**src/rtl/pipe_hazard_ctrl.sv**
```systemverilog
// Purpose: pipeline hazard controller - merges per-stage stall requests, sequences
//          multi-cycle EX ops, issues flush/redirect, plus stall watchdog and perf counter.
// Latency: stall/flush/new_pc/mc_busy/mc_done are combinational from inputs and FSM state;
//          stall_timeout and perf_stall_cnt are registered (visible the cycle after the event).
// Backpressure: none accepted; this block only produces the stall bus, it never waits.
//
// Ports:
//   clk, rst            clock (rising edge), synchronous active-high reset
//   stallreq[NSTAGE]    bit j = stall request from stage j+1
//   mc_start/mc_cycles  start a multi-cycle EX op of length mc_cycles (pulse)
//   flush_req/flush_pc_in  flush the pipe and redirect to flush_pc_in
//   stall[NSTAGE+1]     stall bus, bit 0 = PC, bit k = stage k
//   flush/new_pc        flush all stages, redirect PC valid with flush
//   mc_busy/mc_done     mc op stalling this cycle / one-cycle result-valid pulse
//   stall_timeout       sticky watchdog flag
//   perf_stall_cnt      saturating count of cycles with stall[0]=1

module pipe_hazard_ctrl #(
  parameter int NSTAGE      = 5,
  parameter int EX_STAGE    = 3,
  parameter int CNT_W       = 6,
  parameter int WDOG_CYCLES = 256,
  parameter int PERF_W      = 32
) (
  input  logic              clk,
  input  logic              rst,
  input  logic [NSTAGE-1:0] stallreq,
  input  logic              mc_start,
  input  logic [CNT_W-1:0]  mc_cycles,
  input  logic              flush_req,
  input  logic [31:0]       flush_pc_in,
  output logic [NSTAGE:0]   stall,
  output logic              flush,
  output logic [31:0]       new_pc,
  output logic              mc_busy,
  output logic              mc_done,
  output logic              stall_timeout,
  output logic [PERF_W-1:0] perf_stall_cnt
);

  // Watchdog counter only needs to reach WDOG_CYCLES, where it saturates.
  localparam int WD_W = $clog2(WDOG_CYCLES + 1);
  localparam logic [WD_W-1:0] WD_MAX  = WD_W'(WDOG_CYCLES);
  localparam logic [WD_W-1:0] WD_TRIP = WD_W'(WDOG_CYCLES - 1);

  typedef enum logic [1:0] {
    S_IDLE = 2'd0,
    S_BUSY = 2'd1,
    S_DONE = 2'd2
  } mc_state_e;

  mc_state_e         state_q, state_d;
  logic [CNT_W-1:0]  cnt_q, cnt_d;
  logic [WD_W-1:0]   wd_cnt_q, wd_cnt_d;
  logic              timeout_q, timeout_d;
  logic [PERF_W-1:0] perf_q, perf_d;

  logic              mc_accept;
  logic              mc_stall;
  logic [NSTAGE:0]   req_mask;
  logic [NSTAGE:0]   mc_mask;
  logic [NSTAGE:0]   stall_raw;
  logic              stall_any;

  // ---------------------------------------------------------------------------
  // Stall request merge: a request from stage k freezes stages k..1 and the PC.
  // Walking from the top stage down, the running OR of requests at or above a
  // bit position tells whether that position must be frozen.
  // ---------------------------------------------------------------------------
  always_comb begin
    logic acc;
    acc      = 1'b0;
    req_mask = '0;
    for (int j = NSTAGE - 1; j >= 0; j--) begin
      acc           = acc | stallreq[j];
      req_mask[j+1] = acc;
    end
    req_mask[0] = acc;
  end

  // ---------------------------------------------------------------------------
  // Multi-cycle op sequencer.
  // The accept cycle itself is the first stall cycle, so an op of length N
  // leaves BUSY after N-1 further cycles and the release (DONE) lands on t+N.
  // ---------------------------------------------------------------------------
  always_comb begin
    state_d   = state_q;
    cnt_d     = cnt_q;
    mc_stall  = 1'b0;
    // A start is only taken while not busy; a flush in the same cycle wins.
    mc_accept = (state_q != S_BUSY) && mc_start && !flush_req;

    case (state_q)
      S_IDLE, S_DONE: begin
        if (mc_accept) begin
          mc_stall = (mc_cycles != '0);
          if (mc_cycles >= CNT_W'(2)) begin
            cnt_d   = mc_cycles - CNT_W'(1);
            state_d = S_BUSY;
          end else begin
            // N=1 stalls only in the accept cycle, N=0 not at all.
            state_d = S_DONE;
          end
        end else begin
          state_d = S_IDLE;
        end
      end
      S_BUSY: begin
        mc_stall = 1'b1;
        cnt_d    = cnt_q - CNT_W'(1);
        if (cnt_q == CNT_W'(1)) begin
          state_d = S_DONE;
        end
      end
      default: begin
        state_d = S_IDLE;
        cnt_d   = '0;
      end
    endcase

    // A flush kills any op in flight without a done pulse.
    if (flush_req) begin
      state_d = S_IDLE;
      cnt_d   = '0;
    end
  end

  // Multi-cycle ops stall EX and everything upstream of it.
  always_comb begin
    mc_mask = '0;
    for (int i = 0; i <= NSTAGE; i++) begin
      mc_mask[i] = mc_stall && (i <= EX_STAGE);
    end
  end

  assign stall_raw = req_mask | mc_mask;

  // ---------------------------------------------------------------------------
  // Outputs: reset and flush both suppress stalling; flush has top priority.
  // mc_done is not masked by flush so a result completing in a flush cycle is
  // still reported.
  // ---------------------------------------------------------------------------
  always_comb begin
    stall   = '0;
    flush   = 1'b0;
    new_pc  = '0;
    mc_busy = 1'b0;
    mc_done = 1'b0;
    if (!rst) begin
      flush   = flush_req;
      new_pc  = flush_req ? flush_pc_in : 32'h0;
      stall   = flush_req ? '0 : stall_raw;
      mc_busy = mc_stall && !flush_req;
      mc_done = (state_q == S_DONE);
    end
  end

  assign stall_any = (stall != '0);

  // ---------------------------------------------------------------------------
  // Watchdog: counts consecutive stall cycles; the flag is set on the cycle
  // that completes the WDOG_CYCLES-th one and stays set until reset.
  // ---------------------------------------------------------------------------
  always_comb begin
    wd_cnt_d  = wd_cnt_q;
    timeout_d = timeout_q;
    if (stall_any) begin
      if (wd_cnt_q != WD_MAX) begin
        wd_cnt_d = wd_cnt_q + WD_W'(1);
      end
      if (wd_cnt_q == WD_TRIP) begin
        timeout_d = 1'b1;
      end
    end else begin
      wd_cnt_d = '0;
    end
  end

  // Saturating stall-cycle counter, keyed on the PC stall bit.
  always_comb begin
    perf_d = perf_q;
    if (stall[0] && (perf_q != {PERF_W{1'b1}})) begin
      perf_d = perf_q + PERF_W'(1);
    end
  end

  always_ff @(posedge clk) begin
    if (rst) begin
      state_q   <= S_IDLE;
      cnt_q     <= '0;
      wd_cnt_q  <= '0;
      timeout_q <= 1'b0;
      perf_q    <= '0;
    end else begin
      state_q   <= state_d;
      cnt_q     <= cnt_d;
      wd_cnt_q  <= wd_cnt_d;
      timeout_q <= timeout_d;
      perf_q    <= perf_d;
    end
  end

  assign stall_timeout  = timeout_q;
  assign perf_stall_cnt = perf_q;

endmodule

```
**config.mk**
```make
export PLATFORM = sky130hd
export DESIGN_NAME = pipe_hazard_ctrl
export DESIGN_NICKNAME = d
export VERILOG_FILES = /design/src/rtl/pipe_hazard_ctrl.sv
export SDC_FILE = /design/constraint.sdc
export NUM_CORES = 1
export LEC_CHECK = 0
export BUFFER_PORTS_ARGS = -buffer_cell sky130_fd_sc_hd__buf_2
export CAP_MARGIN = 25
export CORE_MARGIN = 3
export CORE_UTILIZATION = 33
export CTS_CLUSTER_SIZE = 14
export DETAILED_ROUTE_END_ITERATION = 16
export SLEW_MARGIN = 10
export SYNTH_ARGS = -nofsm -noshare
export SYNTH_HDL_FRONTEND = slang
export SYNTH_SLANG_ARGS = --single-unit
```
**constraint.sdc**
```tcl
create_clock -name clk -period 2.25 [get_ports clk]
set_input_delay 0.225 -clock clk [delete_from_list [all_inputs] [get_ports clk]]
set_output_delay 0.225 -clock clk [all_outputs]
set_load 0.02 [all_outputs]
```
# Word level (Yosys, flattened, before mapping)
# Index checks and enable logic that the tools add are counted.
# W data, S select, Z words.
[totals] regBits=50 latchBits=0 ram_bits=0 rom_bits=0 inputBits=47 wordCells=55 memories=0
[classes] addsub=4 mul=0 div_mod_pow=0 magnitude_cmp=1 n_eq_ne=10 shifts=0 muxes=16 bitwise_logic=6 reduce_logical=13
[ops] op="$mux W32" count=2
[ops] op="$add A32 B1 Y32 const B" count=1
[ops] op="$ne A32 B32 Y1 const B" count=1
[ops] op="$mux W6" count=4
[ops] op="$pmux W6 S2" count=1
[ops] op="$reduce_bool A6 Y1" count=2
[ops] op="$sub A6 B1 Y6 const B" count=2
[ops] op="$add A9 B1 Y9 const B" count=1
[ops] op="$eq A9 B8 Y1 const B" count=1
[ops] op="$ne A9 B9 Y1 const B" count=1
[ops] op="$eq A6 B1 Y1 const B" count=1
[ops] op="$ge A6 B2 Y1 const B" count=1
[ops] op="$mux W2" count=3
[ops] op="$ne A2 B2 Y1 const B" count=3
[ops] op="$or A6 B4 Y6" count=1
[ops] op="$reduce_or A2 Y1" count=3
[ops] op="$logic_and A1 B1 Y1" count=4
[ops] op="$mux W1" count=4
[ops] op="$or A1 B1 Y1" count=4
[ops] op="$pmux W2 S2" count=1
[ops] op="$reduce_and A2 Y1" count=2
[ops] op="$eq A2 B1 Y1 const B" count=1
[ops] op="$eq A2 B2 Y1 const B" count=1
[ops] op="$logic_not A2 Y1" count=1
[ops] op="other kinds (4)" count=4

# Depth between registers and ports, before layout
# Gate-level depths: netlist of the first run.
[depth] word_depth=11 ltp_mapped=9 ltp_nobuf=8

# Worst setup path after synthesis of the first run
# OpenSTA, ideal clock, no wires.
[synth_timing] kind="reg-to-reg" startpoint="reg perf_q[4] (netlist: perf_stall_cnt[4])" endpoint="reg perf_q[31] (netlist: perf_stall_cnt[31])" setup_time_ns=0.070 t_arrival_ns=2.178 setup_slack_ns=0.002 stages_incl_launch_ff=8 n_path_buf=1 synth_period_minus_slack_ns=2.248 cell_sequence="dfxtp_1 > nand4_2 > nor3_1 > nand2_1 > or4_1 > buf_2 > or4_1 > a21oi_1"
[synth_between] elab_chain_len=2 elab_cells_between_ends=3 classes_between="add/sub: 1; eq/ne: 1; reduce/logical: 1"
[synth_rtl] element="start, declared" line="56" rtl="logic [PERF_W-1:0] perf_q, perf_d;"
[synth_rtl] element="start signal, assigned" line="199" rtl="perf_q <= perf_d;"
[synth_rtl] element="parallel branches: the longest is 2 deep, another holds $add A32 B1 Y32"
# Several ways; the timed one is not identified.
# A chain may end at the register's enable or synchronous reset.

# Worst setup path in the final report of the first run
[layout_timing] startpoint="reg perf_q[5] (netlist: perf_stall_cnt[5])" endpoint="reg perf_q[29] (netlist: perf_stall_cnt[29])"
# Same word-level chain as after synthesis.

==> results of run 1 <==
-- layout make-up --
| class | count | area [um2] | share of cell area, % |
|---|---|---|---|
| Inverter | 13 | 48.8 | 1.21 |
| Clock inverter | 3 | 25.0 | 0.622 |
| Multi-Input combinational cell | 313 | 1930 | 48.0 |
| Clock buffer | 5 | 68.8 | 1.71 |
| Tap cell | 108 | 135 | 3.36 |
| Sequential cell | 50 | 1000 | 24.9 |
| Timing Repair Buffer | 148 | 811 | 20.2 |
-- logic make-up after synthesis --
family                   count (synthesis)  share of synthesized area, %
multiplexers                             4                          1.37
flip-flops                              50                          33.1
AND/OR/NAND/NOR                        223                          39.0
buffers and inverters                   29                          4.05
XOR/XNOR                                30                          8.69
AO/OA/AOI/OAI                           47                          10.1
adder cells (fa/ha/maj)                  9                          3.72
-- synth_stat cells, types with 7 or more instances --
| master | n | area, um2 |
|---|---|---|
| nand2_1 | 29 | 109 |
| and3_1 | 10 | 62.6 |
| nor2_1 | 55 | 206 |
| or3_1 | 7 | 43.8 |
| nand4_1 | 17 | 106 |
| nor4_1 | 11 | 68.8 |
| xnor2_1 | 14 | 123 |
| and2_1 | 34 | 213 |
| ha_1 | 9 | 113 |
| o21ai_0 | 14 | 70.1 |
| a21oi_1 | 14 | 70.1 |
| inv_1 | 13 | 48.8 |
| dfxtp_1 | 50 | 1000 |
| xor2_1 | 16 | 140 |
| nand3_1 | 23 | 115 |
| nor3_1 | 12 | 60.1 |
| clkbuf_1 | 12 | 45.0 |
-- worst paths after layout --
check / slack [ns] / cells after the start / from / end
max reg2reg: 0.06 / 5 / perf_stall_cnt[5] / perf_stall_cnt[29]
min reg2reg: 0.47 / 2 / stall_timeout / stall_timeout
min: 0.27 / 4 / flush_req / state_q[1]
max: 0.06 / 5 / perf_stall_cnt[5] / perf_stall_cnt[29]
-- power by group --
| part | total (mW) | leakage (nW) | internal, mW | switching, mW |
|---|---|---|---|---|
| sequential | 0.903 | 0.404 | 0.893 | 0.0103 |
| clock | 0.562 | 0.0447 | 0.225 | 0.337 |
| combinational | 0.267 | 1.35 | 0.111 | 0.156 |
-- what timing repair did --
action / in CTS / in global routing
endpoints found under the setup margin: 2 / 6
resized for setup: 1 / 6
buffers inserted: 0 / 0
-- flip-flops by register name (all words and copies together) (netlist names) --
| register | flops |
|---|---|
| stall_timeout | 1 |
| wd_cnt_q | 9 |
| perf_stall_cnt | 32 |
| cnt_q | 6 |
| state_q | 2 |
-- per-stage QoR --
stage	area [um2]	util, %	setup slack (ns)	setup TNS (ns)
2_1_floorplan	3020	-	0.00231	0
3_3_place_gp	3900	44.2	0.0967	0
3_5_place_dp	3900	44.2	0.0592	0
4_1_cts	3990	45.3	0.0244	0
5_1_grt	4020	45.7	-0.0595	-0.0686
6_report	4020	45.7	0.0590	0
-- critical path, stage by stage (launching register included) --
cell	delay, ns
dfxtp_1	0.39
nand4_4	0.17
or4_1	0.57
or3_1	0.42
nor4_2	0.19
mux2_1	0.35
-- layout by cell type, fill, tap and decap left out, types with 5 or more instances in the layout --
cell	instances
nor4_1	10
nor2_1	55
or4_1	5
nand2_1	28
or3_1	7
buf_2	120
and3_1	10
nor3_1	11
xor2_1	16
inv_1	12
and2_1	34
buf_4	28
a21oi_1	14
dfxtp_1	49
o21ai_0	14
clkbuf_8	5
ha_1	9
xnor2_1	14
nand3_1	23
nand4_1	17
-- layer usage --
layer | part of all wire, % | GRT usage, % | up-vias
met4 | 1.5 | 5.42 | 0
li1 | - | - | 1640
met1 | 42 | 20.7 | 1487
met3 | 6.9 | 3.24 | 14
met5 | 0 | 0 | -
met2 | 49 | 30.0 | 149
==> summary.md, run 1 <==
| Metric | Value |
|---|---|
| Status | `finished, final reports clean` |
| Worst-skew pair later-pin latency | `0.32 ns` |
| Sequential fraction of the synthesis area | `33.1%` |
| Ports | `121` |
| TritonCTS clock tree | `done` |
| Routed Antenna Nets | `0` |
| CTS Root Buffer Type | `clkbuf_8` |
| Final Setup Violations | `0` |
| Minimum clock period | `2.19 ns` |
| H-Tree Level Count | `2` |
| Worst-path clk slew | `0.10 ns` |
| WL per Instance | `~14 um` |
| Post-DP HPWL | `around 6.9 mm` |
| Final nets | `587` |
| Number of cell rows | `34` |
| Worst Path Class, Setup | `flip-flop to flip-flop` |
| Cell Area, Synth | `3020 um2` |
| Static leakage | `between 1.5 and 2 nW` |
| Synth Register Bits | `50` |
| Clock Skew | `0.00920 ns` |
| Die H | `a little over 100 um` |
| Async S/R FF share, synth | `0%` |
| Fin. max-slew vios | `0` |
| WHS | `0.270 ns` |
| Worst setup SP type | `flip-flop` |
| First-pass GRT wire length | `14.3 mm` |
| Number of inserted diodes | `0` |
| Drt via density | `5.14` |
| Worst-margin pin slew | `between 0.4 and 0.5 ns` |
| Largest net degree at the start of global routing | `40` |
| Slew headroom | `72.8%` |
| Number of flops mapped to enable cells by yosys | `0` |
| # DRC | `0` |
| Crit share post-route | `a little over nine tenths` |
| Ys Warns | `0` |
| CP arrival | `about 2.4 ns` |
| # placed instances | `about 630` |
| Crit end category | `flip-flop` |
| Cts hold-fix bufs | `0` |
| Starting Density | `around 34%` |
| Max Freq | `456 MHz` |
| Dominant synthesized flop cell | `dfxtp_1` |
| Fraction of layout cells with a size suffix above 1 | `between 30% and 40%` |
| CP required | `2.45 ns` |
| CTS buffer count | `5` |
| Total wire length | `8.74 mm` |
| Syn_nets | `448` |
| Sink Count | `50` |
| Die area | `10,300 um2` |
| Vias in the first global route | `3,099` |
| Fillers | `906` |
| DRT iter0 DRCs | `171` |
| Avg Synthesized Cell Area | `7.71 um2` |
| Peak fanout along the critical path | `7` |
| Pwr dens | `431 nW/um2` |
| Gate Count Post-Synth | `392` |
| Core footprint | `roughly 8800 um2` |
| RD Place Congestion | `0.921` |
| Non-filler cells, final | `640` |
| Hold Crit Class | `primary input to flip-flop` |
| Port Buffers | `120` |
| Max Cap Violations | `0` |
| CTS max path bufs | `2` |
| Grt ovf | `0` |
| Initial antenna violation count | `0` |
| Pwr Total | `1.73 mW` |
| Area Growth Syn to Fin | `33.0%` |
| Yosys cell types | `46` |
| Final hold vios | `0` |
| GR Util All Layers | `between 10% and 20%` |
| Peak VDD IR | `0.250 mV` |
| First-pass iteration count of the detailed router | `5` |
| Die width | `about 100 um` |
| Vias | `roughly 3,300` |
Power figures use the tool's default switching activity.
==> run 2: changes to the inputs <==
--- a/config.mk
+++ b/config.mk
@@ -9,6 +9,7 @@
 export CAP_MARGIN = 25
 export CORE_MARGIN = 3
 export CORE_UTILIZATION = 33
+export CTS_BUF_LIST = sky130_fd_sc_hd__clkbuf_16
 export CTS_CLUSTER_SIZE = 14
 export DETAILED_ROUTE_END_ITERATION = 16
 export SLEW_MARGIN = 10
==> summary.md, run 2 (synthesized netlist as in run 1, its figures left out) <==
| Metric | Value |
|---|---|
| Minimum clock period | `2.18 ns (-0.0105 ns)` |
| Fraction of layout cells with a size suffix above 1 | `32.1% (-0.19 points)` |
| Status | `finished, final reports clean` |
| Peak VDD IR | `0.306 mV (+23%)` |
| Fillers | `902 (-0.44%)` |
| Pwr Total | `1.95 mW (+12%)` |
| Most frequent cells in the layout | `120 x buf_2, 55 x nor2_1, 49 x dfxtp_1, 34 x and2_1` |
| Hold Crit Class | `primary input to flip-flop` |
| Pint | `1.42 mW (+16%)` |
| Layout Utilization | `46.3% (+0.64 points)` |
| CP arrival | `2.36 ns (-0.03 ns)` |
| Met2 WL | `4.38 mm (+2.0%)` |
| TritonCTS clock tree | `done` |
| CTS max path bufs | `2 (unchanged)` |
| Max Freq | `459 MHz (+0.48%)` |
| Sink Count | `50 (unchanged)` |
| RD Place Congestion | `0.921 (unchanged)` |
| Initial antenna violation count | `0 (unchanged)` |
| Pwr dens | `477 nW/um2 (+11%)` |
| H-Tree Level Count | `2 (unchanged)` |
| Max FFs per register | `32 (unchanged)` |
| Largest net degree at the start of global routing | `40 (unchanged)` |
| Max Cap Violations | `0 (unchanged)` |
| WL per Instance | `13.6 um (-0.19%)` |
| Core footprint | `8810 um2 (unchanged)` |
| # DRC | `0 (unchanged)` |
| Area Growth Syn to Fin | `34.9%` |
| Final nets | `587 (unchanged)` |
| Static leakage | `1.83 nW (+1.5%)` |
| Critical Path Source | `perf_stall_cnt[5]` |
| Total wire length | `8.72 mm (-0.19%)` |
| Final Setup Violations | `0 (unchanged)` |
| Combinational share of power | `13.7% (-1.7 points)` |
| Peak fanout along the critical path | `7 (unchanged)` |
| First-pass GRT wire length | `14.4 mm (about the same)` |
| Metal-1 WL | `3.74 mm (+0.84%)` |
| Hold Path Origin | `flush_req` |
| Commonest non-fill, non-tap cell in the layout | `buf_2` |
| Worst-path clk slew | `0.07 ns (-0.03 ns)` |
| Drt via density | `5.06 (-1.6%)` |
| Die area | `10,300 um2 (unchanged)` |
| Seq pwr share | `46.4% (-5.8 points)` |
| First-pass iteration count of the detailed router | `4 (-1)` |
| Slew headroom | `72.9% (+0.10 points)` |
| Routed Antenna Nets | `0 (unchanged)` |
| Port Buffers | `120 (unchanged)` |
| Worst Path Class, Setup | `flip-flop to flip-flop` |
| Fin. max-slew vios | `0 (unchanged)` |
| CP required | `2.43 ns (-0.02 ns)` |
| Vias in the first global route | `3,078 (-0.68%)` |
| GR Util All Layers | `17.0% (-0.028 points)` |
| Vias | `3,238 (-1.6%)` |
| Worst setup SP type | `flip-flop` |
| Clk network pwr share | `39.9% (+7.5 points)` |
| Die width | `102 um (unchanged)` |
| Met3 wire len | `570 um (-5.2%)` |
| Sw Share | `26.9% (-2.1 points)` |
| Cts hold-fix bufs | `0 (unchanged)` |
| CTS Root Buffer Type | `clkbuf_16` |
| Clock Skew | `0.00534 ns (-0.00386 ns)` |
| Worst-margin pin slew | `0.404 ns (-0.00152 ns)` |
| Sw Pwr | `524 uW (+4.2%)` |
| Worst-skew pair later-pin latency | `0.29 ns (-0.03 ns)` |
| DRT iter0 DRCs | `153 (-11%)` |
| Number of inserted diodes | `0 (unchanged)` |
| Number of cell rows | `34 (unchanged)` |
| Grt ovf | `0 (unchanged)` |
| Crit share post-route | `96.9% (-0.47 points)` |
| Starting Density | `34.3% (unchanged)` |
| Post-DP HPWL | `6.94 mm (unchanged)` |
| Die H | `102 um (unchanged)` |
| Top routing layer in use | `met4` |
| R2r startpoint | `perf_stall_cnt[5]` |
| Crit end category | `flip-flop` |
| Final hold vios | `0 (unchanged)` |
| CTS buffer count | `5 (unchanged)` |
| Ports | `121 (unchanged)` |
## run 2: power groups by stage
stage	Combinational [mW]	Sequential, mW	Clock, mW
2_1_floorplan	0.157	0.924	0
3_3_place_gp	0.265	0.924	0
3_5_place_dp	0.268	0.924	0
4_1_cts	0.269	0.903	0.800
5_1_grt	0.297	0.905	0.844
6_report	0.267	0.903	0.776
## run 2: layout make-up
cell class | instances | area (um2) | area share [%]
Clock buffer | 5 | 125 | 3.07
Clock inverter | 3 | 25.0 | 0.613
Inverter | 13 | 48.8 | 1.20
Multi-Input combinational cell | 313 | 1930 | 47.4
Sequential cell | 50 | 1000 | 24.6
Tap cell | 108 | 135 | 3.31
Timing Repair Buffer | 148 | 811 | 19.9
## run 2: routing by layer
metal	GRT usage (%)	up-vias
li1	-	1640
met1	20.9	1463
met2	29.7	130
met3	3.31	5
met4	5.32	0
met5	0	-
## run 2: path summary, 6_finish.rpt
path / endpoint / slack [ns] / depth (start not counted)
setup / recovery: perf_stall_cnt[29] / 0.07 / 5
setup reg to reg: perf_stall_cnt[29] / 0.07 / 5
hold / removal: state_q[1] / 0.29 / 4
hold reg to reg: stall_timeout / 0.47 / 2
## run 2: critical path, cell delays in order, from the launching register on
cell	delay, ns
dfxtp_1	0.38
nand4_4	0.16
or4_1	0.57
or3_1	0.42
nor4_2	0.19
mux2_1	0.35
## run 2: what timing repair did
| action | 4_1_cts | 5_1_grt |
|---|---|---|
| endpoints found under the setup margin | 2 | 6 |
| resized for setup | 1 | 5 |
| setup buffers | 0 | 0 |
## run 2: per-stage QoR
stage / setup TNS [ns] / cells / setup slack, ns / cell area, um2 / hold WS (ns)
detailed placement: 0 / 632 / 0.0592 / 3900 / 0.464
CTS: 0 / 640 / 0.0413 / 4050 / 0.277
global placement: 0 / 632 / 0.0967 / 3900 / 0.453
finish: 0 / 640 / 0.0695 / 4080 / 0.291
floorplan: 0 / 392 / 0.00231 / 3020 / 0.396
global route: -0.0583 / 640 / -0.0559 / 4080 / 0.294
